<file path="config.mk">
export PLATFORM = sky130hd
export DESIGN_NAME = fb_read_arbiter
export DESIGN_NICKNAME = d
export VERILOG_FILES = /design/src/rtl/fb_arb_pkg.sv /design/src/rtl/fb_arb_tag_pipe.sv /design/src/rtl/fb_read_arbiter.sv
export SDC_FILE = /design/constraint.sdc
export NUM_CORES = 1
export LEC_CHECK = 0
export ABC_AREA = 1
export CAP_MARGIN = 30
export CORE_MARGIN = 2
export CORE_UTILIZATION = 39
export DETAILED_ROUTE_END_ITERATION = 7
export PLACE_DENSITY = 0.8
export SLEW_MARGIN = 20
export SYNTH_ARGS = -nofsm -noshare
export SYNTH_HDL_FRONTEND = slang
export SYNTH_SLANG_ARGS = --single-unit
export TNS_END_PERCENT = 5
</file>
<file path="constraint.sdc">
create_clock -name clk24 -period 2.4 [get_ports clk24]
set_clock_uncertainty 0.2 [all_clocks]
set_input_delay 0.72 -clock clk24 [delete_from_list [all_inputs] [get_ports clk24]]
set_output_delay 0.72 -clock clk24 [all_outputs]
set_load 0.02 [all_outputs]
</file>
<file path="src/rtl/fb_arb_pkg.sv">
`default_nettype none
// +--------------------------------------------------------------------------+
// | fb_arb_pkg                                                               |
// | Shared types and constants for the frame-buffer read arbiter.            |
// | Rev 1.0                                                                  |
// +--------------------------------------------------------------------------+
package fb_arb_pkg;

  typedef enum logic [1:0] {
    S_IDLE = 2'd0,
    S_CNN  = 2'd1,
    S_COOL = 2'd2
  } arb_state_t;

  typedef enum logic {
    OWN_VGA = 1'b0,
    OWN_CNN = 1'b1
  } owner_t;

  localparam int FB_ADDR_W_DEF = 19;
  localparam int PIX_W_DEF     = 4;
  localparam int HREZ          = 640;
  localparam int VREZ          = 480;

  localparam logic [15:0] STAT_MAX = 16'hFFFF;

  function automatic logic [15:0] sat_inc16(input logic [15:0] v);
    return (v == STAT_MAX) ? v : v + 16'd1;
  endfunction

endpackage
`default_nettype wire

</file>
<file path="src/rtl/fb_arb_tag_pipe.sv">
`default_nettype none
// +--------------------------------------------------------------------------+
// | fb_arb_tag_pipe                                                          |
// | RD_LAT-deep {valid, owner} shift register tracking in-flight reads.      |
// | Rev 1.0                                                                  |
// +--------------------------------------------------------------------------+
module fb_arb_tag_pipe
  import fb_arb_pkg::*;
#(
  parameter int RD_LAT = 2
) (
  input  logic   clk,
  input  logic   rst,
  input  logic   in_valid,
  input  owner_t in_owner,
  output logic   out_valid,
  output owner_t out_owner
);

  logic [RD_LAT-1:0] valid_q, valid_d;
  logic [RD_LAT-1:0] owner_q, owner_d;

  always_comb begin
    valid_d    = valid_q;
    owner_d    = owner_q;
    valid_d[0] = in_valid;
    owner_d[0] = in_owner;
    for (int i = 1; i < RD_LAT; i++) begin
      valid_d[i] = valid_q[i-1];
      owner_d[i] = owner_q[i-1];
    end
  end

  always_ff @(posedge clk or posedge rst) begin
    if (rst) begin
      valid_q <= '0;
      owner_q <= '0;
    end else begin
      valid_q <= valid_d;
      owner_q <= owner_d;
    end
  end

  assign out_valid = valid_q[RD_LAT-1];
  assign out_owner = owner_t'(owner_q[RD_LAT-1]);

endmodule
`default_nettype wire

</file>
<file path="src/rtl/fb_read_arbiter.sv">
`default_nettype none
// +--------------------------------------------------------------------------+
// | fb_read_arbiter                                                          |
// | Shares the frame-buffer read port: VGA scanout first, CNN in the gaps.   |
// | Optional statistics counters built when ARB_STATS_EN is defined.         |
// | Rev 1.0                                                                  |
// +--------------------------------------------------------------------------+
module fb_read_arbiter
  import fb_arb_pkg::*;
#(
  parameter int FB_ADDR_W = FB_ADDR_W_DEF,
  parameter int PIX_W     = PIX_W_DEF,
  parameter int RD_LAT    = 2,
  parameter int BURST_LEN = 8
) (
  input  logic                 clk24,
  input  logic                 rst,
  input  logic                 vga_req,
  input  logic [FB_ADDR_W-1:0] vga_addr,
  output logic [PIX_W-1:0]     vga_pixel,
  output logic                 vga_pvalid,
  input  logic                 cnn_req,
  input  logic [FB_ADDR_W-1:0] cnn_addr,
  output logic                 cnn_gnt,
  output logic                 cnn_rvalid,
  output logic [PIX_W-1:0]     cnn_rdata,
  output logic                 fb_en,
  output logic [FB_ADDR_W-1:0] fb_addr,
  input  logic [PIX_W-1:0]     fb_rdata,
  output logic [15:0]          stat_wait_max,
  output logic [15:0]          stat_preempt
);

  localparam logic [7:0] C_BURST_LEN = 8'(BURST_LEN);

  arb_state_t           state_q, state_d;
  logic [7:0]           beat_cnt_q, beat_cnt_d;
  logic [FB_ADDR_W-1:0] fb_addr_q, fb_addr_d;
  logic [PIX_W-1:0]     vga_pixel_q, vga_pixel_d;
  logic [PIX_W-1:0]     cnn_rdata_q, cnn_rdata_d;
  logic                 cnn_grant;
  owner_t               issue_owner;
  logic                 tag_valid;
  owner_t               tag_owner;
  logic                 vga_hit, cnn_hit;

  // Burst FSM: the grant that completes a burst moves straight to the cooldown slot.
  always_comb begin
    state_d    = state_q;
    beat_cnt_d = beat_cnt_q;
    cnn_grant  = 1'b0;
    case (state_q)
      S_IDLE: begin
        if (cnn_req && !vga_req) begin
          cnn_grant = 1'b1;
          if (C_BURST_LEN == 8'd1) begin
            state_d    = S_COOL;
            beat_cnt_d = 8'd0;
          end else begin
            state_d    = S_CNN;
            beat_cnt_d = 8'd1;
          end
        end
      end
      S_CNN: begin
        if (vga_req || !cnn_req) begin
          state_d    = S_IDLE;
          beat_cnt_d = 8'd0;
        end else begin
          cnn_grant = 1'b1;
          if (beat_cnt_q + 8'd1 == C_BURST_LEN) begin
            state_d    = S_COOL;
            beat_cnt_d = 8'd0;
          end else begin
            beat_cnt_d = beat_cnt_q + 8'd1;
          end
        end
      end
      S_COOL: begin
        state_d = S_IDLE;
      end
      default: begin
        state_d    = S_IDLE;
        beat_cnt_d = 8'd0;
      end
    endcase
  end

  always_comb begin
    issue_owner = vga_req ? OWN_VGA : OWN_CNN;
    if (vga_req) begin
      fb_addr_d = vga_addr;
    end else if (cnn_grant) begin
      fb_addr_d = cnn_addr;
    end else begin
      fb_addr_d = fb_addr_q;
    end
  end

  assign fb_en   = vga_req | cnn_grant;
  assign fb_addr = fb_addr_d;
  assign cnn_gnt = cnn_grant;

  fb_arb_tag_pipe #(
    .RD_LAT (RD_LAT)
  ) u_tag_pipe (
    .clk       (clk24),
    .rst       (rst),
    .in_valid  (fb_en),
    .in_owner  (issue_owner),
    .out_valid (tag_valid),
    .out_owner (tag_owner)
  );

  // Return data bypasses straight through on its strobe and is held between strobes.
  always_comb begin
    vga_hit     = tag_valid && (tag_owner == OWN_VGA);
    cnn_hit     = tag_valid && (tag_owner == OWN_CNN);
    vga_pixel_d = vga_hit ? fb_rdata : vga_pixel_q;
    cnn_rdata_d = cnn_hit ? fb_rdata : cnn_rdata_q;
  end

  assign vga_pixel  = vga_pixel_d;
  assign vga_pvalid = vga_hit;
  assign cnn_rdata  = cnn_rdata_d;
  assign cnn_rvalid = cnn_hit;

  always_ff @(posedge clk24 or posedge rst) begin
    if (rst) begin
      state_q     <= S_IDLE;
      beat_cnt_q  <= 8'd0;
      fb_addr_q   <= '0;
      vga_pixel_q <= '0;
      cnn_rdata_q <= '0;
    end else begin
      state_q     <= state_d;
      beat_cnt_q  <= beat_cnt_d;
      fb_addr_q   <= fb_addr_d;
      vga_pixel_q <= vga_pixel_d;
      cnn_rdata_q <= cnn_rdata_d;
    end
  end

`ifdef ARB_STATS_EN
  logic [15:0] wait_cnt_q, wait_cnt_d;
  logic [15:0] wait_max_q, wait_max_d;
  logic [15:0] preempt_q, preempt_d;
  logic        arb_preempt;

  always_comb begin
    arb_preempt = (state_q == S_CNN) && vga_req;
    if (cnn_grant) begin
      wait_cnt_d = 16'd0;
    end else if (cnn_req) begin
      wait_cnt_d = sat_inc16(wait_cnt_q);
    end else begin
      wait_cnt_d = wait_cnt_q;
    end
    wait_max_d = (wait_cnt_d > wait_max_q) ? wait_cnt_d : wait_max_q;
    preempt_d  = arb_preempt ? sat_inc16(preempt_q) : preempt_q;
  end

  always_ff @(posedge clk24 or posedge rst) begin
    if (rst) begin
      wait_cnt_q <= 16'd0;
      wait_max_q <= 16'd0;
      preempt_q  <= 16'd0;
    end else begin
      wait_cnt_q <= wait_cnt_d;
      wait_max_q <= wait_max_d;
      preempt_q  <= preempt_d;
    end
  end

  assign stat_wait_max = wait_max_q;
  assign stat_preempt  = preempt_q;
`else
  assign stat_wait_max = 16'd0;
  assign stat_preempt  = 16'd0;
`endif

endmodule
`default_nettype wire

</file>
# Yosys cells after proc, flatten, opt, wreduce, memory -nomap -nowiden
# Index checks and enable logic that the tools add are counted.
# word_totals
ff_bits	41
latch_bits	0
ram_bits	0
mem_bits_ro	0
input_bits	46
output_inout_bits	63
word_cells	41
mem_count	0
# classes
add_sub_neg	1
n_mul	0
div	0
magnitude_cmp	0
n_eq_ne	5
shift	0
n_mux	16
n_bitwise	3
n_reduce_logical	9
# op_table
op	n
$mux 19	2
$mux 8	3
$pmux 8 s3	1
$add 8x1->8 const B	1
$eq 8x4->1 const B	1
$mux 4	2
$mux 2	3
$pmux 2 s2	1
$reduce_and 2->1	2
$logic_and 1x1->1	3
$mux 1	3
$ne 3x3->1 const B	1
$eq 2x1->1 const B	1
$eq 2x2->1 const B	1
$logic_not 1->1	2
$logic_not 2->1	1
$ne 2x2->1 const B	1
$not 1->1	2
$pmux 1 s2	1
$logic_or 1x1->1	1
$or 1x1->1	1

# Depth between registers and ports, before layout
# Gate-level depths: netlist of run 1.
# logic_depth
word_depth	6
mapped_depth	11
mapped_depth_nobuf	11

# Modules after synthesis
# Synthesis of run 1 repeated with hierarchy kept, for this count alone.
# hier_totals
hier_cells	248
hier_area_um2	2099.5
# modules_own_cells
mod	n_inst	cells_per_inst	area_each_um2
fb_read_arbiter	1	243	1995.7
fb_arb_tag_pipe	1	5	103.8

# Least setup slack after synthesis of run 1
# No wires, ideal clock.
# synth_path
path_type	input port to output port
from	input vga_req
to	output fb_addr[0]
arrival_ns	1.622
required_ns	1.480
slack_ns	-0.142
path_stages	6
n_path_buf	1
cell_sequence	inv_1 nand2_1 nor2_1 clkbuf_1 a22oi_1 nand2_1
# synth_via
elab_chain_len	6
elab_cells_between_ends	8
# synth_lines
element	line_no	source
from (decl)	fb_read_arbiter.sv:18	input logic vga_req,
$logic_not 1->1	fb_read_arbiter.sv:54	if (cnn_req && !vga_req) begin
$logic_and 1x1->1	fb_read_arbiter.sv:54	
$mux 1	fb_read_arbiter.sv:54	
$pmux 1 s2	fb_read_arbiter.sv:52	case (state_q)
$mux 19	fb_read_arbiter.sv:93	end else if (cnn_grant) begin
$mux 19 (*)	fb_read_arbiter.sv:91	if (vga_req) begin
to (decl)	fb_read_arbiter.sv:28	output logic [FB_ADDR_W-1:0] fb_addr,
# Every way passes the cells marked *; elsewhere a longest branch is shown, timed or not.

# Worst setup path after layout of run 1
# layout_path
from	input vga_req
to	output fb_addr[16]
# The elaborated chain is that of the path after synthesis.

==> results of run 1 <==
state kept, by name, summed over array words and instances (netlist names):
| name | cells |
|---|---|
| fb_addr_q | 19 |
| beat_cnt_q | 8 |
| cnn_rdata_q | 4 |
| vga_pixel_q | 4 |
| state_q | 2 |
| u_tag_pipe.owner_q | 2 |
| u_tag_pipe.valid_q | 2 |
Yosys cell counts (all sizes together):
library cell | number | share of area
nand2 | 62 | 0.12
inv | 21 | 0.038
nor2 | 12 | 0.024
clkbuf | 6 | 0.011
ha | 1 | 0.0061
conb | 1 | 0.0018
a22oi | 10 | 0.037
o22ai | 1 | 0.0030
o32ai | 1 | 0.0043
nor3 | 1 | 0.0024
nand4 | 1 | 0.0030
o21ai | 13 | 0.032
a21oi | 1 | 0.0024
xor2 | 1 | 0.0043
buf | 34 | 0.12
nand3 | 36 | 0.090
a22o | 1 | 0.0043
dfrtp | 41 | 0.50
worst max-delay path by stage:
| stage | slack (ps) | to | cells after the start |
|---|---|---|---|
| finish | -170 | fb_addr[16] | 9 |
| global route | -200 | fb_addr[2] | 9 |
| CTS | -140 | fb_addr[4] | 9 |
| detailed placement | -1000 | fb_addr[10] | 8 |
| global placement | -950 | fb_addr[8] | 9 |
| floorplan | -10 | fb_addr[10] | 6 |
layout make-up:
class	instances	area [µm²]	share of cell area
multi-input combinational	173	980	0.294
clock inverter	3	46.3	0.0139
timing repair buffer	99	1040	0.311
inverter	21	86.3	0.0259
tap	70	87.6	0.0263
sequential	41	1030	0.308
clock buffer	5	68.8	0.0207
power groups by stage:
| stage | clock (mW) | sequential [mW] | combinational (mW) |
|---|---|---|---|
| floorplan | 0 | 0.781 | 0.285 |
| global placement | 0 | 0.785 | 0.482 |
| detailed placement | 0 | 0.785 | 0.490 |
| CTS | 0.588 | 0.775 | 0.553 |
| global route | 0.617 | 0.783 | 0.609 |
| finish | 0.574 | 0.776 | 0.566 |
metal layers:
metal / track usage / routed length (µm) / vias up
met3: 0.0675 / 432 / 13
met1: 0.217 / 2050 / 910
met4: 0.0745 / 126 / 0
li1: - / - / 927
met2: 0.373 / 3030 / 83
met5: 0 / 0 / -
stage by stage:
step,power [mW],hold slack [ps],cells
2_1_floorplan,1.07,131,275
3_3_place_gp,1.27,132,397
3_5_place_dp,1.28,137,397
4_1_cts,1.92,157,411
5_1_grt,2.01,157,412
6_report,1.92,162,412
kinds of logic after synthesis:
logic type / Yosys count / share of synthesized area
AO/OA/AOI/OAI: 27 / 0.0822
other: 1 / 0.00183
AND/OR/NAND/NOR: 112 / 0.236
flip-flops: 41 / 0.499
adder cells (fa/ha/maj): 1 / 0.00609
buffers and inverters: 61 / 0.171
XOR/XNOR: 1 / 0.00426
what timing repair did:
item	CTS	global route
setup buffers	5	1
gates resized for setup	237	16
gates cloned	2	0
setup endpoints to repair	31	25
pin swaps	21	18
==> impl_metrics.env, run 1 <==
export IMPL_status="finished, violations left"
export IMPL_violations="setup timing"
export IMPL_synthCells=244
export IMPL_p_clk_frac=0.299
export IMPL_cts_buffers_inserted=5
export IMPL_clk_pin_slew_ps=90
export IMPL_worstSetupStartpointType="input port"
export IMPL_grt_pass1_vias=2035
export IMPL_fin_ws_ps=-168
export IMPL_post_place_ws_ps=-1000
export IMPL_grt_overflow=0
export IMPL_hold_viol=0
export IMPL_cts_buffer_depth=2
export IMPL_final_common_cell="nand2_1"
export IMPL_first_pass_iters=4
export IMPL_ys_seq_area_frac=0.499
export IMPL_fin_crit_ps=2570
export IMPL_final_cell_area_mm2=0.00333
export IMPL_syn_area_per_cell_um2=8.42
export IMPL_start_util=0.402
export IMPL_hpwl_mm=3.73
export IMPL_rows=26
export IMPL_die_x_um=76.6
export IMPL_synthesis_area_mm2=0.00205
export IMPL_dieArea_mm2=0.00586
export IMPL_worst_path_buf_inv=5
export IMPL_hold_start="u_tag_pipe.valid_q[0]"
export IMPL_layout_common_cells="nand2_1, dfrtp_1, clkdlybuf4s50_1"
export IMPL_p_int_mw=1.33
export IMPL_power_switching_mw=0.588
export IMPL_rrSetupSlack_ps=590
export IMPL_r2r_start="beat_cnt_q[1]"
export IMPL_crit_slowest_cell="buf_6"
export IMPL_place_area_mm2=0.00294
export IMPL_fill_cells=389
export IMPL_fp_dieH_um=76.6
export IMPL_ant_nets=0
export IMPL_track_usage=0.204
export IMPL_ys_ff_latch=41
export IMPL_drive_gt1_frac=0.336
export IMPL_insertion_delay_ps=300
export IMPL_via_per_inst=4.69
export IMPL_wl_mm=5.64
export IMPL_hold_path_class="flop to flop"
export IMPL_synth_cell_type_count=24
export IMPL_critical_path_top_delay_family="buffers and inverters"
export IMPL_io_buffers=76
export IMPL_cts_root_buf="clkbuf_8"
export IMPL_post_route_util=0.652
export IMPL_drt_iter0_markers=59
export IMPL_pwr_share_comb=0.296
export IMPL_startpoint="vga_req"
export IMPL_critPathMostFrequentCell="buf_6"
export IMPL_vias=1933
export IMPL_cap_viol_max_count=0
export IMPL_drv_slew=0
export IMPL_clock_sinks=41
export IMPL_setup_violations=20
export IMPL_cts_tree="built"
export IMPL_place_gp_congestion=0.746
export IMPL_grt_max_degree=26
export IMPL_setup_tns_ps=-2290
export IMPL_switching_share=0.307
export IMPL_cts_hold_buf=0
export IMPL_min_to="u_tag_pipe.valid_q[1]"
export IMPL_worstPathRequired_ps=1480
export IMPL_whs_path_depth=0
export IMPL_peakVddDrop_mv=0.412
export IMPL_grt_setup_unrepaired="yes"
export IMPL_sequentialPowerShare=0.405
export IMPL_rr_endpoint="state_q[0]"
export IMPL_timing_final_crit_share=1.07
export IMPL_area_growth_pct=62.2
export IMPL_reg2reg_depth=8
export IMPL_end_kind="output port"
export IMPL_critPathMaxFanout=8
export IMPL_yosysWarnings=0
export IMPL_cp_cell_sequence="buf_8 -> inv_6 -> nand2_4 -> nor2_4 -> buf_6 -> buf_12 -> a22oi_2 -> nand2_1 -> buf_6"
export IMPL_drc=0
export IMPL_slowest_delay_ps=150
export IMPL_htreeDepth=2
export IMPL_final_nets=388
export IMPL_leakagePower_nw=1.61
export IMPL_core_area_mm2=0.00511
export IMPL_ios=109
export IMPL_grt_pass1_wl_mm=9.50
export IMPL_crit_arrival_ps=1650
export IMPL_fmax_mhz=389
export IMPL_cellPowerDensity_mw_per_mm2=575
export IMPL_diodes=0
export IMPL_crit_type="input port to output port"
export IMPL_wl_per_cell_um=13.7
export IMPL_antenna_found_initial=0
Note: power is estimated with default switching activity, not from simulation.
==> run 2, diff against run 1 <==
HOLD_SLACK_MARGIN = 0.05   (was unset)
==> results of run 2 <==
Same layout as run 1: the final DEF is identical, and so are final timing and power.
==> run 3, diff against run 2 <==
CTS_CLUSTER_DIAMETER = 30   (was unset)
==> results of run 3 <==
Same layout as run 1: the final DEF is identical, and so are final timing and power.
